## src/rtl/mc_control.sv

```systemverilog
// Multi-cycle sequencer for the 31-instruction MIPS datapath: latches the decoded op,
// walks IF/ID/EX/MEM/WB, drives PC/RF/DMEM strobes, mux selects and ALU code, counts retirements.
module mc_control #(
  parameter int RETIRE_W = 32,
  parameter int MEM_TO   = 0
) (
  input  logic                clk,
  input  logic                rst,
  input  logic                en,
  input  logic [30:0]         op,
  input  logic                zero,
  input  logic                mem_ack,
  output logic                im_r,
  output logic                pc_we,
  output logic                rf_we,
  output logic                dm_cs,
  output logic                dm_r,
  output logic                dm_w,
  output logic [8:0]          m,
  output logic [3:0]          aluc,
  output logic [2:0]          state,
  output logic [RETIRE_W-1:0] retired,
  output logic                illegal,
  output logic                mem_err
);

  typedef enum logic [2:0] {
    S_IF  = 3'd0,
    S_ID  = 3'd1,
    S_EX  = 3'd2,
    S_MEM = 3'd3,
    S_WB  = 3'd4
  } state_t;

  localparam int OP_ADD   = 0;
  localparam int OP_ADDU  = 1;
  localparam int OP_SUB   = 2;
  localparam int OP_SUBU  = 3;
  localparam int OP_AND   = 4;
  localparam int OP_OR    = 5;
  localparam int OP_XOR   = 6;
  localparam int OP_NOR   = 7;
  localparam int OP_SLT   = 8;
  localparam int OP_SLTU  = 9;
  localparam int OP_SLL   = 10;
  localparam int OP_SRL   = 11;
  localparam int OP_SRA   = 12;
  localparam int OP_SLLV  = 13;
  localparam int OP_SRLV  = 14;
  localparam int OP_SRAV  = 15;
  localparam int OP_JR    = 16;
  localparam int OP_ADDI  = 17;
  localparam int OP_ADDIU = 18;
  localparam int OP_ANDI  = 19;
  localparam int OP_ORI   = 20;
  localparam int OP_XORI  = 21;
  localparam int OP_LW    = 22;
  localparam int OP_SW    = 23;
  localparam int OP_BEQ   = 24;
  localparam int OP_BNE   = 25;
  localparam int OP_SLTI  = 26;
  localparam int OP_SLTIU = 27;
  localparam int OP_LUI   = 28;
  localparam int OP_J     = 29;
  localparam int OP_JAL   = 30;

  state_t      cur;
  logic [30:0] ir_op;
  logic [31:0] wait_cnt;
  logic        onehot;
  logic [30:0] dec;
  logic        is_lw;
  logic        is_sw;
  logic        is_ctl;
  logic        timeout;
  logic [8:0]  m_dec;

  function automatic logic [3:0] alu_code(input logic [30:0] d);
    logic [3:0] c;
    c = 4'b0000;
    if (d[OP_ADD]  | d[OP_ADDI])                 c = 4'b0010;
    if (d[OP_SUBU])                              c = 4'b0001;
    if (d[OP_SUB]  | d[OP_BEQ] | d[OP_BNE])      c = 4'b0011;
    if (d[OP_AND]  | d[OP_ANDI])                 c = 4'b0100;
    if (d[OP_OR]   | d[OP_ORI])                  c = 4'b0101;
    if (d[OP_XOR]  | d[OP_XORI])                 c = 4'b0110;
    if (d[OP_NOR])                               c = 4'b0111;
    if (d[OP_LUI])                               c = 4'b1000;
    if (d[OP_SLT]  | d[OP_SLTI])                 c = 4'b1011;
    if (d[OP_SLTU] | d[OP_SLTIU])                c = 4'b1010;
    if (d[OP_SRA]  | d[OP_SRAV])                 c = 4'b1100;
    if (d[OP_SLL]  | d[OP_SLLV])                 c = 4'b1110;
    if (d[OP_SRL]  | d[OP_SRLV])                 c = 4'b1101;
    return c;
  endfunction

  // A malformed ir_op decodes to all-zero controls so it runs as a NOP.
  assign onehot = (ir_op != 31'd0) && ((ir_op & (ir_op - 31'd1)) == 31'd0);
  assign dec    = onehot ? ir_op : 31'd0;
  assign is_lw  = dec[OP_LW];
  assign is_sw  = dec[OP_SW];
  assign is_ctl = dec[OP_BEQ] | dec[OP_BNE] | dec[OP_J] | dec[OP_JR] | ~onehot;

  assign timeout = (MEM_TO != 0) && (cur == S_MEM) && !mem_ack &&
                   (wait_cnt == 32'(MEM_TO - 1));

  always_comb begin
    m_dec    = 9'd0;
    m_dec[0] = dec[OP_J] | dec[OP_JAL];
    m_dec[2] = dec[OP_JR];
    m_dec[3] = dec[OP_SLL] | dec[OP_SRL] | dec[OP_SRA];
    m_dec[4] = (|dec[OP_SRAV:OP_ADD]) | dec[OP_BEQ] | dec[OP_BNE];
    m_dec[5] = dec[OP_LW];
    m_dec[6] = dec[OP_ADDI] | dec[OP_ADDIU] | dec[OP_LW] | dec[OP_SW] |
               dec[OP_SLTI] | dec[OP_SLTIU] | dec[OP_BEQ] | dec[OP_BNE];
    m_dec[7] = dec[OP_JAL];
    m_dec[8] = |dec[OP_JR:OP_ADD];
  end

  always_comb begin
    im_r    = 1'b0;
    pc_we   = 1'b0;
    rf_we   = 1'b0;
    dm_cs   = 1'b0;
    dm_r    = 1'b0;
    dm_w    = 1'b0;
    illegal = 1'b0;
    mem_err = 1'b0;
    m       = m_dec;
    aluc    = alu_code(dec);
    if (cur == S_EX)
      m[1] = (dec[OP_BEQ] & zero) | (dec[OP_BNE] & ~zero);
    if (!rst) begin
      unique case (cur)
        S_IF:  im_r = 1'b1;
        S_ID:  illegal = ~onehot;
        S_EX:  pc_we = is_ctl & ~(is_lw | is_sw);
        S_MEM: begin
          dm_cs = 1'b1;
          dm_r  = is_lw;
          dm_w  = is_sw;
          if (mem_ack && is_sw) pc_we = 1'b1;
          if (timeout) begin
            mem_err = 1'b1;
            pc_we   = 1'b1;
          end
        end
        S_WB: begin
          rf_we = 1'b1;
          pc_we = 1'b1;
        end
        default: ;
      endcase
    end else begin
      m    = 9'd0;
      aluc = 4'd0;
    end
  end

  always_ff @(posedge clk or posedge rst) begin
    if (rst) begin
      cur      <= S_IF;
      ir_op    <= 31'd0;
      wait_cnt <= 32'd0;
      retired  <= '0;
    end else begin
      if (pc_we) retired <= retired + 1'b1;
      unique case (cur)
        S_IF: if (en) begin
          ir_op <= op;
          cur   <= S_ID;
        end
        S_ID: cur <= S_EX;
        S_EX: begin
          if (is_lw | is_sw) cur <= S_MEM;
          else if (is_ctl)   cur <= S_IF;
          else               cur <= S_WB;
        end
        S_MEM: begin
          if (mem_ack) begin
            wait_cnt <= 32'd0;
            cur      <= is_lw ? S_WB : S_IF;
          end else if (timeout) begin
            wait_cnt <= 32'd0;
            cur      <= S_IF;
          end else if (MEM_TO != 0) begin
            wait_cnt <= wait_cnt + 32'd1;
          end
        end
        S_WB:    cur <= S_IF;
        default: cur <= S_IF;
      endcase
    end
  end

  assign state = cur;

endmodule

```

## config.mk

```make
export PLATFORM = sky130hd
export DESIGN_NAME = mc_control
export DESIGN_NICKNAME = d
export VERILOG_FILES = /design/src/rtl/mc_control.sv
export SDC_FILE = /design/constraint.sdc
export NUM_CORES = 1
export LEC_CHECK = 0
export BUFFER_PORTS_ARGS = -buffer_cell sky130_fd_sc_hd__buf_4
export CORE_MARGIN = 2
export CORE_UTILIZATION = 50
export CTS_CLUSTER_DIAMETER = 120
export DETAILED_ROUTE_END_ITERATION = 16
export HOLD_SLACK_MARGIN = 0.02
export PLACE_DENSITY_LB_ADDON = 0.15
export SLEW_MARGIN = 25
export SYNTH_ARGS = -nofsm -noshare
export SYNTH_HDL_FRONTEND = slang
export SYNTH_SLANG_ARGS = --single-unit
```

## constraint.sdc

```tcl
create_clock -name clk -period 6.3 [get_ports clk]
set_input_delay 0.63 -clock clk [delete_from_list [all_inputs] [get_ports clk]]
set_output_delay 0.63 -clock clk [all_outputs]
set_load 0.03 [all_outputs]
```

# Yosys cells after proc, flatten, opt, wreduce, memory -nomap -nowiden
# Cells that the tools add are included.
# W data, S select, Z words.
word_totals:
  reg_bits: 66
  word_cells: 94
  inputBits: 36
classes:
  addsub: 2
  mux: 38
  n_reduce_logical: 9
  bitwise_logic: 36
  n_eq_ne: 6
op_table:
  columns: ["op", "count"]
  rows:
  - ["$mux W4", 13]
  - ["$add A32 B1 Y32 const B", 1]
  - ["$and A31 B31 Y31", 1]
  - ["$logic_not A31 Y1", 1]
  - ["$mux W31", 1]
  - ["$reduce_bool A31 Y1", 1]
  - ["$sub A31 B1 Y31 const B", 1]
  - ["$or A1 B1 Y1", 29]
  - ["$reduce_or A17 Y1", 1]
  - ["$reduce_or A16 Y1", 1]
  - ["$mux W1", 15]
  - ["$mux W3", 5]
  - ["$pmux W3 S4", 1]
  - ["$mux W9", 1]
  - ["$eq A3 B2 Y1 const B", 2]
  - ["$ne A2 B2 Y1 const B", 2]
  - ["$reduce_and A2 Y1", 2]
  - ["$and A1 B1 Y1", 3]
  - ["$eq A3 B1 Y1 const B", 1]
  - ["$eq A3 B3 Y1 const B", 1]
  - ["$logic_not A3 Y1", 1]
  - ["$not A1 Y1", 3]
  - ["$pmux W1 S3", 1]
  - ["$logic_and A1 B1 Y1", 2]
  - ["$mux W2", 1]

# Logic depth before layout (Yosys ltp)
depth:
  word_depth: 20
  depth_mapped: 13

# Worst setup path after synthesis
# Ideal clock, no wire load.
synth_path:
  path_kind: "reg-to-output"
  startpoint: "register ir_op[2]"
  endpoint: "output port m[1]"
  path_slack_ps: 2192
  required_time_ps: 5670
  stages_incl_launch_ff: 9
  arrival_time_ps: 3478
  path_cell_list: "dfrtp_1 or4_4 nor4_4 nand4_2 o21a_1 nor4_1 or4b_1 buf_2 nor4b_1"
synth_between:
  elab_chain_cells: 9
synth_lines:
  columns: ["item", "line", "text"]
  rows:
  - ["start, declared", "68", "logic [30:0] ir_op;"]
  - ["start signal, assigned", "170", "ir_op <= op;"]
  - ["$sub A31 B1 Y31", "98", "assign onehot = (ir_op != 31'd0) && ((ir_op & (ir_op - 31'd1)) == 31'd0);"]
  - ["$and A31 B31 Y31", "98", null]
  - ["$logic_not A31 Y1", "98", null]
  - ["$logic_and A1 B1 Y1 (*)", "98", null]
  - ["$mux W31 (*)", "99", "assign dec = onehot ? ir_op : 31'd0;"]
  - ["$and A1 B1 Y1", "132", "m[1] = (dec[OP_BEQ] & zero) | (dec[OP_BNE] & ~zero);"]
  - ["$or A1 B1 Y1 (*)", "132", null]
  - ["$mux W1 (*)", "131", "if (cur == S_EX)"]
  - ["$mux W9 (*)", "133", "if (!rst) begin"]
  - ["end, declared", "19", "output logic [8:0] m,"]
# Every way passes the cells marked *; elsewhere a longest branch is shown, timed or not.

# Final worst setup path
layout_path:
  startpoint: "register ir_op[10]"
  endpoint: "output port pc_we"
layout_between:
  elab_chain_cells: 12
layout_lines:
  columns: ["item", "line", "text"]
  rows:
  - ["$sub A31 B1 Y31", "98", null]
  - ["$and A31 B31 Y31", "98", null]
  - ["$logic_not A31 Y1", "98", null]
  - ["$logic_and A1 B1 Y1 (*)", "98", null]
  - ["$mux W31", "99", null]
  - ["$or A1 B1 Y1 (4 in series)", "102", "assign is_ctl = dec[OP_BEQ] | dec[OP_BNE] | dec[OP_J] | dec[OP_JR] | ~onehot;"]
  - ["$and A1 B1 Y1", "137", "S_EX: pc_we = is_ctl & ~(is_lw | is_sw);"]
  - ["$pmux W1 S3 (*)", "134", "unique case (cur)"]
  - ["$mux W1 (*)", "133", null]
  - ["end, declared", "14", "output logic pc_we,"]
# Marked as above.

==> impl_metrics.xml <==
<?xml version="1.0" encoding="UTF-8"?>
<metrics>
  <group name="placed_design">
    <metric name="io_buffer_count" unit="">90</metric>
    <metric name="placedCellCount" unit="">532</metric>
    <metric name="hpwlAfterDp" unit="mm">6.57</metric>
    <metric name="gpl.final_weighted_congestion" unit="">0.849</metric>
    <metric name="place_area" unit="mm²">0.00435</metric>
  </group>
  <group name="die">
    <metric name="ioPinCount" unit="">92</metric>
    <metric name="die_x" unit="µm">89.0</metric>
    <metric name="die_height" unit="µm">89.0</metric>
    <metric name="design.die.area" unit="mm²">0.00791</metric>
    <metric name="start_util" unit="">0.522</metric>
    <metric name="rows" unit="">30</metric>
    <metric name="floorplan.core_area" unit="mm²">0.00691</metric>
  </group>
  <group name="power">
    <metric name="power_leakage" unit="µW">0.00204</metric>
    <metric name="power.ir.vdd_worst" unit="mV">0.239</metric>
    <metric name="power" unit="µW">1550</metric>
    <metric name="cellPowerDensity" unit="mW/mm²">340</metric>
  </group>
  <group name="layout">
    <metric name="final_net_count" unit="">484</metric>
    <metric name="final_layout_size_suffix_gt1_frac" unit="">0.341</metric>
    <metric name="finalCoreUtilization" unit="">0.661</metric>
    <metric name="post_route_design_area" unit="mm²">0.00456</metric>
    <metric name="finish.cell_count_without_fillers" unit="">548</metric>
    <metric name="n_antenna_cell" unit="">0</metric>
    <metric name="area_growth" unit="%">26.5</metric>
  </group>
  <group name="synthesis">
    <metric name="ys_seq_elements" unit="">66</metric>
    <metric name="post_synth_main_area_contributors" unit="">dfrtp_1, mux2_2, nor2_1, xnor2_1, xor2_1</metric>
    <metric name="yosysWarnings" unit="">0</metric>
    <metric name="seq_area_frac_synth" unit="">0.458</metric>
    <metric name="edff_count_synth" unit="">0</metric>
    <metric name="postSynthAreaPerCell" unit="µm²">10.0</metric>
    <metric name="synthDominantAreaCellType" unit="">dfrtp_1</metric>
    <metric name="netlist_area" unit="mm²">0.00361</metric>
    <metric name="synth.most_common_cell" unit="">dfrtp_1</metric>
    <metric name="post_synth_num_cell_types" unit="">59</metric>
    <metric name="asyncSetResetFlopFracSynth" unit="">1.00</metric>
    <metric name="synth_top_area_share" unit="">0.458</metric>
    <metric name="synthesis.instances" unit="">360</metric>
    <metric name="ys_dominant_reg_cell" unit="">dfrtp_1</metric>
    <metric name="synth_nets" unit="">397</metric>
    <metric name="synth.cells.most_frequent" unit="">dfrtp_1, nor2_1, mux2_2</metric>
  </group>
  <group name="cts">
    <metric name="postCtsSetupBuffers" unit="">0</metric>
    <metric name="clockRootBuffer" unit="">clkbuf_8</metric>
    <metric name="hold_buffers" unit="">0</metric>
    <metric name="clk_latency" unit="ps">350</metric>
    <metric name="clock_tree_from_tritoncts" unit="">done</metric>
    <metric name="cts_made_buffers" unit="">9</metric>
    <metric name="clock_tree_buffer_depth" unit="">2</metric>
    <metric name="htree_levels" unit="">3</metric>
    <metric name="cts.sinks" unit="">66</metric>
    <metric name="worst_setup_hold_path_clk_slew" unit="ps">70</metric>
    <metric name="cts_resizes" unit="">0</metric>
  </group>
  <group name="setup_path">
    <metric name="critical_path.endpoint_type" unit="">output port</metric>
    <metric name="cp.required" unit="ps">5670</metric>
    <metric name="timing.critical_path.cells" unit="">or4_1 &gt; nor3_1 &gt; nand3b_1 &gt; a221oi_1 &gt; nand4_1 &gt; or4b_1 &gt; nor3_4 &gt; or2_2 &gt; buf_4</metric>
    <metric name="r2r_end" unit="">retired[23]</metric>
    <metric name="cpPeakStageDelay" unit="ps">830</metric>
    <metric name="path_class" unit="">reg2out</metric>
    <metric name="regToRegStartpoint" unit="">ir_op[10]</metric>
    <metric name="cp_num_buf_inv" unit="">1</metric>
    <metric name="path_delay_family" unit="">simple AND/OR/NAND/NOR gates</metric>
    <metric name="cp.arrival" unit="ps">4040</metric>
    <metric name="worstRegToRegCells" unit="">10</metric>
    <metric name="start_kind" unit="">flip-flop</metric>
    <metric name="r2r_slack" unit="ps">2050</metric>
    <metric name="critical_path.slowest_cell" unit="">or4b_1</metric>
    <metric name="timing.critical_path.fanout_max" unit="">14</metric>
  </group>
  <group name="global_routing">
    <metric name="grt_max_degree" unit="">56</metric>
    <metric name="overflow" unit="">0</metric>
    <metric name="grt_pass1_wl" unit="mm">14.2</metric>
    <metric name="groute.usage.overall" unit="">0.238</metric>
    <metric name="initial_antenna_violation_count" unit="">0</metric>
    <metric name="grt_pass1_vias" unit="">2927</metric>
  </group>
  <group name="drt">
    <metric name="dr.pass1.iters" unit="">5</metric>
    <metric name="total_number_of_vias" unit="">3084</metric>
    <metric name="route.final.wire_length" unit="mm">8.91</metric>
    <metric name="violation_count_after_the_first_detailed_route_iteration" unit="">329</metric>
    <metric name="post-route-drc-count" unit="">0</metric>
    <metric name="post_drt_wl_per_cell" unit="µm">16.3</metric>
    <metric name="antenna_viol_nets_final" unit="">0</metric>
    <metric name="via_per_inst" unit="">5.63</metric>
  </group>
  <group name="sta">
    <metric name="layout_worst_path_cycle_share" unit="">0.741</metric>
    <metric name="final-hold-violation-count" unit="">0</metric>
    <metric name="period_minus_slack" unit="ps">4670</metric>
    <metric name="unrepaired_setup_endpoints_after_global_routing" unit="">no</metric>
    <metric name="setup_viol" unit="">0</metric>
    <metric name="headroom_to_the_max_slew_limit" unit="">0.475</metric>
    <metric name="fmax" unit="MHz">214</metric>
    <metric name="tns" unit="ps">0</metric>
    <metric name="maxSlewViolCount" unit="">0</metric>
    <metric name="final.setup_skew" unit="ps">8.23</metric>
    <metric name="tightest_slew" unit="ps">787</metric>
  </group>
  <group name="job">
    <metric name="timing.max_cap.violations" unit="">0</metric>
  </group>
  <group name="min_path">
    <metric name="worst_hold_path_type" unit="">in2async</metric>
  </group>
  <group name="status">
    <metric name="run_status" unit="">finished clean</metric>
  </group>
</metrics>
## layer usage
layer,vias up,routed length [µm],GRT usage
met5,-,0,0
met4,0,146,0.104
met3,11,623,0.0499
met2,138,3860,0.339
met1,1473,4280,0.352
li1,1462,-,-
## stage by stage
step	setup WS (ps)	hold WS (ps)
5_1_grt	1450	287
3_5_place_dp	2110	468
6_report	1630	270
4_1_cts	1710	263
3_3_place_gp	2200	460
2_1_floorplan	2190	519
## state kept, by name, indices dropped and copies added (netlist names)
| name | cells |
|---|---|
| state | 3 |
| ir_op | 31 |
| retired | 32 |
## cell families (layout without fill, tap and decap cells)
| family | count (synthesis) | count (layout) | synth area share |
|---|---|---|---|
| muxes | 30 | 30 | 0.0929 |
| AOI/OAI and AO/OA | 43 | 43 | 0.0839 |
| adders and majority gates | 3 | 3 | 0.00901 |
| buffers and inverters | 30 | 122 | 0.0354 |
| xor gates and xnor gates | 32 | 32 | 0.0777 |
| DFF | 66 | 66 | 0.458 |
| and+or+nand+nor | 155 | 155 | 0.242 |
| other | 1 | 1 | 0.00104 |
## worst max path at each step
stage,slack [ps],cells past startpoint,start,endpoint
final,1630,9,ir_op[10],pc_we
after global routing,1450,9,ir_op[3],pc_we
after CTS,1710,9,ir_op[10],pc_we
after detailed placement,2110,9,ir_op[10],pc_we
after global placement,2200,9,ir_op[2],pc_we
after floorplan,2190,8,ir_op[2],m[1]
## cells in the final DEF (no fill, tap or decap), drive strengths merged, types with 2 or more instances in the layout
master    n
nand2    23
maj3      2
or3       5
o21a      2
bufinv    2
o31ai     3
nor4b     3
nand2b    3
nor4     11
and3      3
a211oi    2
a31oi     2
and4      2
or4       6
nand4     6
clkbuf   11
a221oi    2
mux2     28
clkinv    3
inv      14
nand3    14
o21ai    12
a21oi     7
buf      92
xor2     15
mux2i     2
nor2     41
dfrtp    66
xnor2    17
a2111oi   2
or2       4
nor3     28
## final cells by class
class / count / area [µm²]
Multi-Input combinational cell: 264 / 1840
Clock buffer: 11 / 131
Fill cell: 620 / 2340
Inverter: 14 / 52.6
Clock inverter: 5 / 78.8
Sequential cell: 66 / 1650
Tap cell: 96 / 120
Timing Repair Buffer: 92 / 691
## power breakdown
| group | switching [µW] | total [µW] | internal, µW |
|---|---|---|---|
| clock network | 165 | 388 | 222 |
| registers | 191 | 719 | 528 |
| logic | 226 | 443 | 217 |
Note: power is estimated with default switching activity, not from simulation.
